==> config.mk <==
export PLATFORM = sky130hd
export DESIGN_NAME = aq_lsu_amo_ctrl
export DESIGN_NICKNAME = d
export VERILOG_FILES = /design/src/rtl/aq_lsu_amo_ctrl_pkg.sv /design/src/rtl/aq_lsu_amo_fmt.sv /design/src/rtl/aq_lsu_amo_ctrl.sv
export SDC_FILE = /design/constraint.sdc
export NUM_CORES = 1
export LEC_CHECK = 0
export ABC_AREA = 0
export BUFFER_PORTS_ARGS = -buffer_cell sky130_fd_sc_hd__buf_4
export CORE_AREA = 2 2 172 174
export CTS_BUF_LIST = sky130_fd_sc_hd__clkbuf_8
export DETAILED_ROUTE_END_ITERATION = 7
export DIE_AREA = 0 0 174 176
export GPL_TIMING_DRIVEN = 0
export HOLD_SLACK_MARGIN = 0.08
export PLACE_DENSITY = 0.57
export SKIP_LAST_GASP = 1
export SLEW_MARGIN = 20
export SYNTH_ARGS = -nofsm -noshare
export SYNTH_HDL_FRONTEND = slang
export SYNTH_HIERARCHICAL = 1
export SYNTH_SLANG_ARGS = --single-unit
export TNS_END_PERCENT = 50
==> constraint.sdc <==
create_clock -name amo_clk -period 2.8 [get_ports amo_clk]
set_input_delay 0.56 -clock amo_clk [delete_from_list [all_inputs] [get_ports amo_clk]]
set_output_delay 0.56 -clock amo_clk [all_outputs]
set_load 0.01 [all_outputs]
==> src/rtl/aq_lsu_amo_ctrl_pkg.sv <==
// ---------------------------------------------------------------------------
// aq_lsu_amo_ctrl_pkg : shared state encoding, access sizes and AMO func codes
// Revision: 1.0
// ---------------------------------------------------------------------------
`default_nettype none

package aq_lsu_amo_ctrl_pkg;

  typedef enum logic [2:0] {
    ST_IDLE      = 3'd0,
    ST_RD_REQ    = 3'd1,
    ST_WAIT_DATA = 3'd2,
    ST_LAUNCH    = 3'd3,
    ST_WAIT_RST  = 3'd4,
    ST_STORE     = 3'd5,
    ST_RESP      = 3'd6
  } amo_state_e;

  localparam logic [1:0] c_WORD  = 2'b10;
  localparam logic [1:0] c_DWORD = 2'b11;

  localparam logic [4:0] c_AMO_ADD  = 5'b00000;
  localparam logic [4:0] c_AMO_SWAP = 5'b00001;
  localparam logic [4:0] c_AMO_XOR  = 5'b00100;
  localparam logic [4:0] c_AMO_OR   = 5'b01000;
  localparam logic [4:0] c_AMO_AND  = 5'b01100;
  localparam logic [4:0] c_AMO_MIN  = 5'b10000;
  localparam logic [4:0] c_AMO_MAX  = 5'b10100;
  localparam logic [4:0] c_AMO_MINU = 5'b11000;
  localparam logic [4:0] c_AMO_MAXU = 5'b11100;

  function automatic logic [63:0] sext_word(input logic [31:0] w);
    return {{32{w[31]}}, w};
  endfunction

endpackage

`default_nettype wire

==> src/rtl/aq_lsu_amo_fmt.sv <==
// ---------------------------------------------------------------------------
// aq_lsu_amo_fmt : lane select, operand extension and store data/BE shaping
// Revision: 1.0
// ---------------------------------------------------------------------------
`default_nettype none

module aq_lsu_amo_fmt
  import aq_lsu_amo_ctrl_pkg::*;
(
  input  logic [1:0]  size_i,
  input  logic        lane_i,
  input  logic [63:0] rd_data_i,
  input  logic [63:0] alu_rst_i,
  output logic [63:0] src0_o,
  output logic [63:0] wb_data_o,
  output logic [63:0] wr_data_o,
  output logic [7:0]  wr_be_o
);

  logic        w_is_word;
  logic        w_is_dword;
  logic [31:0] w_old_word;

  assign w_is_word  = (size_i == c_WORD);
  assign w_is_dword = (size_i == c_DWORD);
  assign w_old_word = lane_i ? rd_data_i[63:32] : rd_data_i[31:0];

  // ALU sees the word zero-extended; the register file sees it sign-extended.
  assign src0_o    = w_is_word ? {32'b0, w_old_word} : rd_data_i;
  assign wb_data_o = w_is_word ? sext_word(w_old_word) : rd_data_i;

  assign wr_data_o = w_is_word ? {alu_rst_i[31:0], alu_rst_i[31:0]} : alu_rst_i;

  // Unknown sizes enable no bytes so an idle controller drives all zeros.
  always_comb begin
    wr_be_o = 8'h00;
    if (w_is_dword) begin
      wr_be_o = 8'hFF;
    end else if (w_is_word) begin
      wr_be_o = lane_i ? 8'hF0 : 8'h0F;
    end
  end

endmodule

`default_nettype wire

==> src/rtl/aq_lsu_amo_ctrl.sv <==
// ---------------------------------------------------------------------------
// aq_lsu_amo_ctrl : sequences one AMO: dcache read, ALU launch, stb write, wb
// Revision: 1.0
// ---------------------------------------------------------------------------
`default_nettype none

module aq_lsu_amo_ctrl
  import aq_lsu_amo_ctrl_pkg::*;
#(
  parameter int PA_WIDTH = 40,
  parameter int TMO_W    = 8
) (
  input  logic                amo_clk,
  input  logic                cpurst_b,
  input  logic                req_vld_i,
  output logic                req_rdy_o,
  input  logic [4:0]          req_func_i,
  input  logic [1:0]          req_size_i,
  input  logic [PA_WIDTH-1:0] req_addr_i,
  input  logic [1:0]          req_stb_id_i,
  input  logic                flush_i,
  output logic                dc_rd_req_o,
  input  logic                dc_rd_gnt_i,
  output logic [PA_WIDTH-1:0] dc_rd_addr_o,
  input  logic                dc_rd_data_vld_i,
  input  logic [63:0]         dc_rd_data_i,
  input  logic                dc_rd_err_i,
  output logic                alu_src_vld_o,
  output logic [4:0]          alu_func_o,
  output logic [1:0]          alu_size_o,
  output logic [63:0]         alu_src0_o,
  output logic [1:0]          alu_stb_id_o,
  input  logic                alu_rst_vld_i,
  input  logic [63:0]         alu_rst_i,
  input  logic [1:0]          alu_rst_stb_id_i,
  output logic                stb_wr_vld_o,
  input  logic                stb_wr_rdy_i,
  output logic [1:0]          stb_wr_id_o,
  output logic [63:0]         stb_wr_data_o,
  output logic [7:0]          stb_wr_be_o,
  output logic                wb_vld_o,
  input  logic                wb_rdy_i,
  output logic [63:0]         wb_data_o,
  output logic                wb_err_o,
  output logic                busy_o
);

  amo_state_e          state_q, state_d;
  logic [4:0]          func_q, func_d;
  logic [1:0]          size_q, size_d;
  logic [PA_WIDTH-1:0] addr_q, addr_d;
  logic [1:0]          id_q, id_d;
  logic [63:0]         data_q, data_d;
  logic [63:0]         rst_q, rst_d;
  logic                err_q, err_d;
  logic [TMO_W-1:0]    cnt_q, cnt_d;
  logic                drop_q, drop_d;

  logic [TMO_W-1:0]    w_cnt_inc;
  logic                w_rd_rtn;

  assign w_cnt_inc = cnt_q + {{(TMO_W-1){1'b0}}, 1'b1};
  // drop_q marks a read abandoned by a flush; its return must not be consumed.
  assign w_rd_rtn  = dc_rd_data_vld_i && !drop_q;

  always_ff @(posedge amo_clk or negedge cpurst_b) begin
    if (!cpurst_b) begin
      state_q <= ST_IDLE;
      func_q  <= '0;
      size_q  <= '0;
      addr_q  <= '0;
      id_q    <= '0;
      data_q  <= '0;
      rst_q   <= '0;
      err_q   <= 1'b0;
      cnt_q   <= '0;
      drop_q  <= 1'b0;
    end else begin
      state_q <= state_d;
      func_q  <= func_d;
      size_q  <= size_d;
      addr_q  <= addr_d;
      id_q    <= id_d;
      data_q  <= data_d;
      rst_q   <= rst_d;
      err_q   <= err_d;
      cnt_q   <= cnt_d;
      drop_q  <= drop_d;
    end
  end

  always_comb begin
    state_d       = state_q;
    func_d        = func_q;
    size_d        = size_q;
    addr_d        = addr_q;
    id_d          = id_q;
    data_d        = data_q;
    rst_d         = rst_q;
    err_d         = err_q;
    cnt_d         = cnt_q;
    drop_d        = drop_q;
    req_rdy_o     = 1'b0;
    dc_rd_req_o   = 1'b0;
    alu_src_vld_o = 1'b0;
    stb_wr_vld_o  = 1'b0;
    wb_vld_o      = 1'b0;

    if (drop_q && dc_rd_data_vld_i) begin
      drop_d = 1'b0;
    end

    case (state_q)
      ST_IDLE: begin
        req_rdy_o = 1'b1;
        if (req_vld_i && !flush_i) begin
          func_d  = req_func_i;
          size_d  = req_size_i;
          addr_d  = req_addr_i;
          id_d    = req_stb_id_i;
          err_d   = 1'b0;
          state_d = ST_RD_REQ;
        end
      end
      ST_RD_REQ: begin
        dc_rd_req_o = 1'b1;
        if (flush_i) begin
          state_d = ST_IDLE;
          if (dc_rd_gnt_i) begin
            drop_d = 1'b1;
          end
        end else if (dc_rd_gnt_i) begin
          cnt_d   = '0;
          state_d = ST_WAIT_DATA;
        end
      end
      ST_WAIT_DATA: begin
        cnt_d = w_cnt_inc;
        if (flush_i) begin
          state_d = ST_IDLE;
          if (!w_rd_rtn) begin
            drop_d = 1'b1;
          end
        end else if (w_rd_rtn && !dc_rd_err_i) begin
          data_d  = dc_rd_data_i;
          state_d = ST_LAUNCH;
        end else if (w_rd_rtn || (w_cnt_inc == {TMO_W{1'b1}})) begin
          data_d  = '0;
          err_d   = 1'b1;
          state_d = ST_RESP;
        end
      end
      ST_LAUNCH: begin
        alu_src_vld_o = 1'b1;
        state_d       = ST_WAIT_RST;
      end
      ST_WAIT_RST: begin
        if (alu_rst_vld_i && (alu_rst_stb_id_i == id_q)) begin
          rst_d   = alu_rst_i;
          state_d = ST_STORE;
        end
      end
      ST_STORE: begin
        stb_wr_vld_o = 1'b1;
        if (stb_wr_rdy_i) begin
          state_d = ST_RESP;
        end
      end
      ST_RESP: begin
        wb_vld_o = 1'b1;
        if (wb_rdy_i) begin
          state_d = ST_IDLE;
        end
      end
      default: begin
        state_d = ST_IDLE;
      end
    endcase
  end

  aq_lsu_amo_fmt u_fmt (
    .size_i    (size_q),
    .lane_i    (addr_q[2]),
    .rd_data_i (data_q),
    .alu_rst_i (rst_q),
    .src0_o    (alu_src0_o),
    .wb_data_o (wb_data_o),
    .wr_data_o (stb_wr_data_o),
    .wr_be_o   (stb_wr_be_o)
  );

  assign dc_rd_addr_o = addr_q;
  assign alu_func_o   = func_q;
  assign alu_size_o   = size_q;
  assign alu_stb_id_o = id_q;
  assign stb_wr_id_o  = id_q;
  assign wb_err_o     = err_q;
  assign busy_o       = (state_q != ST_IDLE);

endmodule

`default_nettype wire

# ---- Word level (Yosys, flattened, before mapping)
# Index checks and enable logic that the tools add are counted.
dict set report word_totals {
  reg_bits 190
  latchBits 0
  mem_bits_rw 0
  rom_bits 0
  wordCells 91
  n_memories 0
}
dict set report op_classes {
  add_sub_neg 1
  mul 0
  div 0
  order_cmp 0
  eq_ne 21
  shift 0
  mux 38
  bitwise_logic 1
  reduce_logical 20
}
# operator count
set op_table {}
lappend op_table {{$mux W64} 5}
lappend op_table {{$mux W8} 5}
lappend op_table {{$mux W32} 1}
lappend op_table {{$mux W3} 9}
lappend op_table {{$pmux W3 S7} 1}
lappend op_table {{$ne A2 B2 Y1 const B} 9}
lappend op_table {{$pmux W8 S2} 1}
lappend op_table {{$mux W1} 14}
lappend op_table {{$eq A3 B3 Y1 const B} 3}
lappend op_table {{$add A8 B1 Y8 const B} 1}
lappend op_table {{$eq A8 B8 Y1 const B} 1}
lappend op_table {{$eq A3 B2 Y1 const B} 2}
lappend op_table {{$reduce_and A3 Y1} 2}
lappend op_table {{$reduce_and A6 Y1} 1}
lappend op_table {{$reduce_bool A2 Y1} 3}
lappend op_table {{$logic_and A1 B1 Y1} 5}
lappend op_table {{$reduce_and A5 Y1} 1}
lappend op_table {{$eq A2 B2 Y1 const B} 2}
lappend op_table {{$ne A4 B4 Y1 const B} 1}
lappend op_table {{$pmux W1 S2} 2}
lappend op_table {{$reduce_and A2 Y1} 2}
lappend op_table {{$eq A3 B1 Y1 const B} 1}
lappend op_table {{$logic_not A1 Y1} 3}
lappend op_table {{$logic_not A3 Y1} 1}
lappend op_table {{5 further kinds} 5}

# ---- Logic depth before layout (Yosys ltp)
dict set report depth {
  ltp_word 7
  mapped_depth 8
  depth_no_buf 7
}

# ---- By module
# The synthesis kept the hierarchy.
# module instances cells_each area_each_um2
set modules_own_cells {}
lappend modules_own_cells {aq_lsu_amo_ctrl 1 497 7437.1}
lappend modules_own_cells {aq_lsu_amo_fmt 1 253 2042.0}

# ---- Worst setup path before layout
# No wires, ideal clock.
dict set report synth_path {
  path_kind {reg2reg}
  startpoint {register cnt_q[0]}
  endpoint {register data_q[63]}
  setup_ps 121
  t_arrival_ps 1902
  required_time_ps 2679
  setup_slack_ps 777
  path_stages_with_launch 8
  synth_period_minus_slack_ps 2023
  path_cell_list {dfrtp_1 -> ha_1 -> and3_4 -> mux2_4 -> a2bb2oi_2 -> nand4_4 -> buf_6 -> a22o_1}
}
dict set report synth_via {
  elab_chain_len 5
}
# item line
set synth_lines {}
lappend synth_lines {{from (decl)} aq_lsu_amo_ctrl.sv:56} ;# logic [TMO_W-1:0] cnt_q, cnt_d;
lappend synth_lines {{from (signal assigned)} aq_lsu_amo_ctrl.sv:87} ;# cnt_q <= cnt_d;
lappend synth_lines {{$add A8 B1 Y8} aq_lsu_amo_ctrl.sv:62} ;# assign w_cnt_inc = cnt_q + {{(TMO_W-1){1'b0}}, 1'b1};
lappend synth_lines {{$eq A8 B8 Y1} aq_lsu_amo_ctrl.sv:147} ;# end else if (w_rd_rtn || (w_cnt_inc == {TMO_W{1'b1}})) begin
lappend synth_lines {{$logic_or A1 B1 Y1} aq_lsu_amo_ctrl.sv:147}
lappend synth_lines {{$reduce_bool A2 Y1 (no source line)} --}
lappend synth_lines {{$reduce_and A3 Y1 (no source line)} --}
lappend synth_lines {{to (signal assigned)} aq_lsu_amo_ctrl.sv:84} ;# data_q <= data_d;
lappend synth_lines {{to (decl)} aq_lsu_amo_ctrl.sv:53} ;# logic [63:0] data_q, data_d;
# No other way between the ends.
# A chain may end at the register's enable or synchronous reset.

# ---- Final worst setup path
dict set report layout_path {
  startpoint {register size_q[1] (netlist: alu_size_o[1])}
  endpoint {output port wb_data_o[5]}
}
dict set report layout_via {
  elab_chain_len 2
}
# item line
set layout_lines {}
lappend layout_lines {{from (decl)} aq_lsu_amo_ctrl.sv:50} ;# logic [1:0] size_q, size_d;
lappend layout_lines {{from (signal assigned)} aq_lsu_amo_ctrl.sv:81} ;# size_q <= size_d;
lappend layout_lines {{$eq A2 B2 Y1} aq_lsu_amo_fmt.sv:24} ;# assign w_is_word = (size_i == c_WORD);
lappend layout_lines {{$mux W64} aq_lsu_amo_fmt.sv:30} ;# assign wb_data_o = w_is_word ? sext_word(w_old_word) : rd_data_i;
lappend layout_lines {{to (decl)} aq_lsu_amo_ctrl.sv:43} ;# output logic [63:0] wb_data_o,
# No other way between the ends.

==> key figures <==
CTS
  • Clock-pin slew on the worst setup and hold paths: 0.12 ns
  • Clock tree buffer depth: 2
  • CTS HTree Levels: 4
  • Worst-skew pair later-pin latency: 0.47 ns
  • CTS sink cnt: 190
  • TritonCTS clock tree: built
  • Root cell of the clock tree: clkbuf_8
  • Inserted Clock Buffers: 17

Detailed routing
  • Wirelength, routed: 31.5 mm
  • Pre-Repair DR Iteration Count: 4
  • DRC: 0
  • Total number of vias: 7525
  • Detailed-route wire length per cell: between 15 and 20 um
  • Post-route ant nets: 0
  • Detailed-route vias per instance: 4.65
  • Starting DRC count in detailed routing: between 300 and 400

Critical path
  • CP max FO: 10
  • Worst setup path class: register to output pin
  • Data required time at the worst endpoint: 2.24 ns
  • Startpoint Class: register
  • Critical path capture point type: output pin
  • CP arrival: around 2.1 ns

Yosys
  • Dominant cells by area after synthesis: dfrtp_1, mux2_2, buf_4
  • Total standard cell area after synthesis: 9480 um^2
  • Share of Yosys cell area claimed by the top area cell type: 0.502
  • Gate count after technology mapping: 750
  • Fraction of the mapped netlist area in adder cells: 0.00264
  • Prevailing post-synth register cell: dfrtp_1
  • Synthesized-area fraction occupied by ao, oa, aoi and oai cells: 0.0880
  • Most frequent cell after synthesis: dfrtp_1
  • Flop and latch count out of synthesis: 190
  • Synth area leader: dfrtp_1
  • Most frequent cells after synthesis: dfrtp_1, mux2_2, buf_4
  • Mean post-synth cell area: 12.6 um^2
  • Count of yosys warnings during synthesis: 6
  • Post-synthesis mux area share: 0.247
  • Post-synth EDFFs: 0
  • Proportion of synthesized chip area in sequential cells: 0.502
  • Main combinational cell family by area after synthesis: multiplexers
  • Synth Area in XOR/XNOR: 0.00185
  • Net Count, Synth: 941
  • Number of different library cells in the post-synthesis netlist: 55
  • Async SR Flop Fraction: 1.00
  • Basic-gate share of the synthesized area counting and, or, nand and nor cells: 0.0506

Pwr
  • Power per Cell Area: 1110 nW/um^2
  • Peak ir drop on the vdd network: 0.000493 V
  • Static leakage power: 7.02 nW

Placement
  • Port buffer count: around 450
  • GP Congestion: 0.798
  • Post-DP HPWL: 24.5 mm
  • Post-detailed-placement cell area: 13400 um^2
  • Inst Count DP: 1582

Layout
  • Utilization after layout: 0.484
  • Final net count: 1412
  • Filler cell count in the final layout: ~2.7k
  • Diode count: 0
  • Share of cells above drive strength 1: 0.630
  • Post-route insts no fill: about 1.6k
  • Layout Area Growth over Synthesis: 45.7%
  • Summed area of non-filler cells in the final layout: 13800 um^2

Floorplan
  • Die area: 30600 um^2
  • # rows: 62
  • Initial Utilization: 0.332
  • CORE AREA: 28500 um^2
  • Die height: between 150 and 200 um
  • Die boundary width: 174 um
  • Boundary Pins: 447

STA
  • RSZ-0062 raised after global routing: false
  • Fin Clk Skew: ~0.018 ns
  • Final hold slack: approximately 0.29 ns
  • Least-Margin Pin Slew: 0.922 ns
  • Maximum clock rate: 0.370 GHz
  • Hold violation total from the final report: 0
  • Final critical-path share of the clock period: 0.964
  • Minimum clock period after layout: 2.70 ns
  • Sum of negative setup slack: 0 ns
  • Slew headroom: 0.382
  • Final slew viol count: 0
  • Setup violations, final: 0

Global route
  • Largest net degree at the start of global routing: 85
  • Wire length of the first global-routing pass: 47.5 mm
  • Antenna violations before repair: 0
  • Global route total overflow: 0
  • Total global-route track usage: 0.203
  • Via count of the first global-routing pass: 7824

Outcome
  • Outcome: finished clean

Hold path
  • Type of the most critical hold path: input port to register

Flow run
  • Max_cap viols: 0
==> per-layer routing <==
layer,GRT usage,routed length [um]
met4,0.0529,559
met1,0.245,12800
met3,0.0581,2290
met2,0.355,15800
met5,0,0
==> state kept, by name (all words and copies together), names as in the netlist <==
register / count
alu_stb_id_o: 2
data_q: 64
state_q: 3
dc_rd_addr_o: 40
drop_q: 1
alu_func_o: 5
alu_size_o: 2
wb_err_o: 1
rst_q: 64
cnt_q: 8
==> where the power goes <==
group | internal, mW | switching, mW | total (mW)
combinational | 4.96 | 3.72 | 8.68
sequential | 3.93 | 0.838 | 4.77
clock | 0.756 | 1.17 | 1.92
==> worst max-delay path, stage by stage (launching register included) <==
cell and delay (ns):
dfrtp_1 0.55, nand3b_4 0.16, buf_4 0.24, mux2_1 0.43, buf_4 0.17, buf_4 0.13
==> logic make-up (layout without fill, tap and decap cells) <==
family | count (synthesis) | count (layout)
buffers and inverters | 153 | 637
AOI/OAI and AO/OA | 106 | 106
DFF | 190 | 190
and+or+nand+nor | 86 | 86
xor gates and xnor gates | 2 | 2
adders and majority gates | 2 | 2
muxes | 211 | 211
==> cell usage in the layout, fill, tap and decap left out, types with 2 or more instances in the layout <==
cell and n:
buf_4 533, dfrtp_1 188, mux2_2 163, a22o_1 62, nor2_1 39, inv_1 37, mux2i_1 32, clkbuf_8 17
o21ai_0 16, mux2_1 15, buf_2 13, nand2_1 13, buf_6 10, a21oi_1 9, inv_8 5, clkbuf_1 4
nand2b_1 4, a22o_2 4, inv_6 4, nand4_1 3, clkinv_4 3, or3_1 2, nor3b_1 2, nor3_2 2
nand3_2 2, nor2b_1 2, xnor2_1 2, nor3_1 2, o21a_1 2, a31oi_1 2, nand3_1 2, ha_1 2
dfrtp_2 2, buf_8 2, buf_16 2, clkbuf_2 2, buf_12 2
==> worst paths after layout <==
check	from	to	slack, ns	depth (start not counted)
max	alu_size_o[1]	wb_data_o[5]	0.10	5
max reg2reg	alu_stb_id_o[1]	rst_q[22]	0.40	5
min reg2reg	rst_q[42]	rst_q[42]	0.49	1
min in group asynchronous	cpurst_b	rst_q[50]	0.52	2
min	alu_rst_i[40]	rst_q[40]	0.29	2
max in group asynchronous	cpurst_b	data_q[18]	1.55	3
==> final cells by class <==
cell class	instances	area, um^2	area share
Timing Repair Buffer	452	3440	0.249
Buffer	117	896	0.0649
Clock buffer	17	234	0.0169
Inverter	36	135	0.00979
Sequential cell	190	4760	0.344
Clock inverter	15	168	0.0121
Multi-Input combinational cell	407	3700	0.268
Tap cell	384	480	0.0348
==> stage by stage <==
step,setup slack [ns],total power [mW]
after CTS,-0.00138,15.5
after global routing,0.00481,16.3
after detailed placement,0.174,13.6
after floorplan,0.777,9.32
final,0.100,15.4
after global placement,-0.307,13.5
==> timing repair <==
action,in CTS,in global routing
hold endpoints to repair,26,0
resized for setup,3,1
setup buffers,0,3
hold buffers,1,0
setup endpoints to repair,35,5
(Power assumes the default switching activity.)
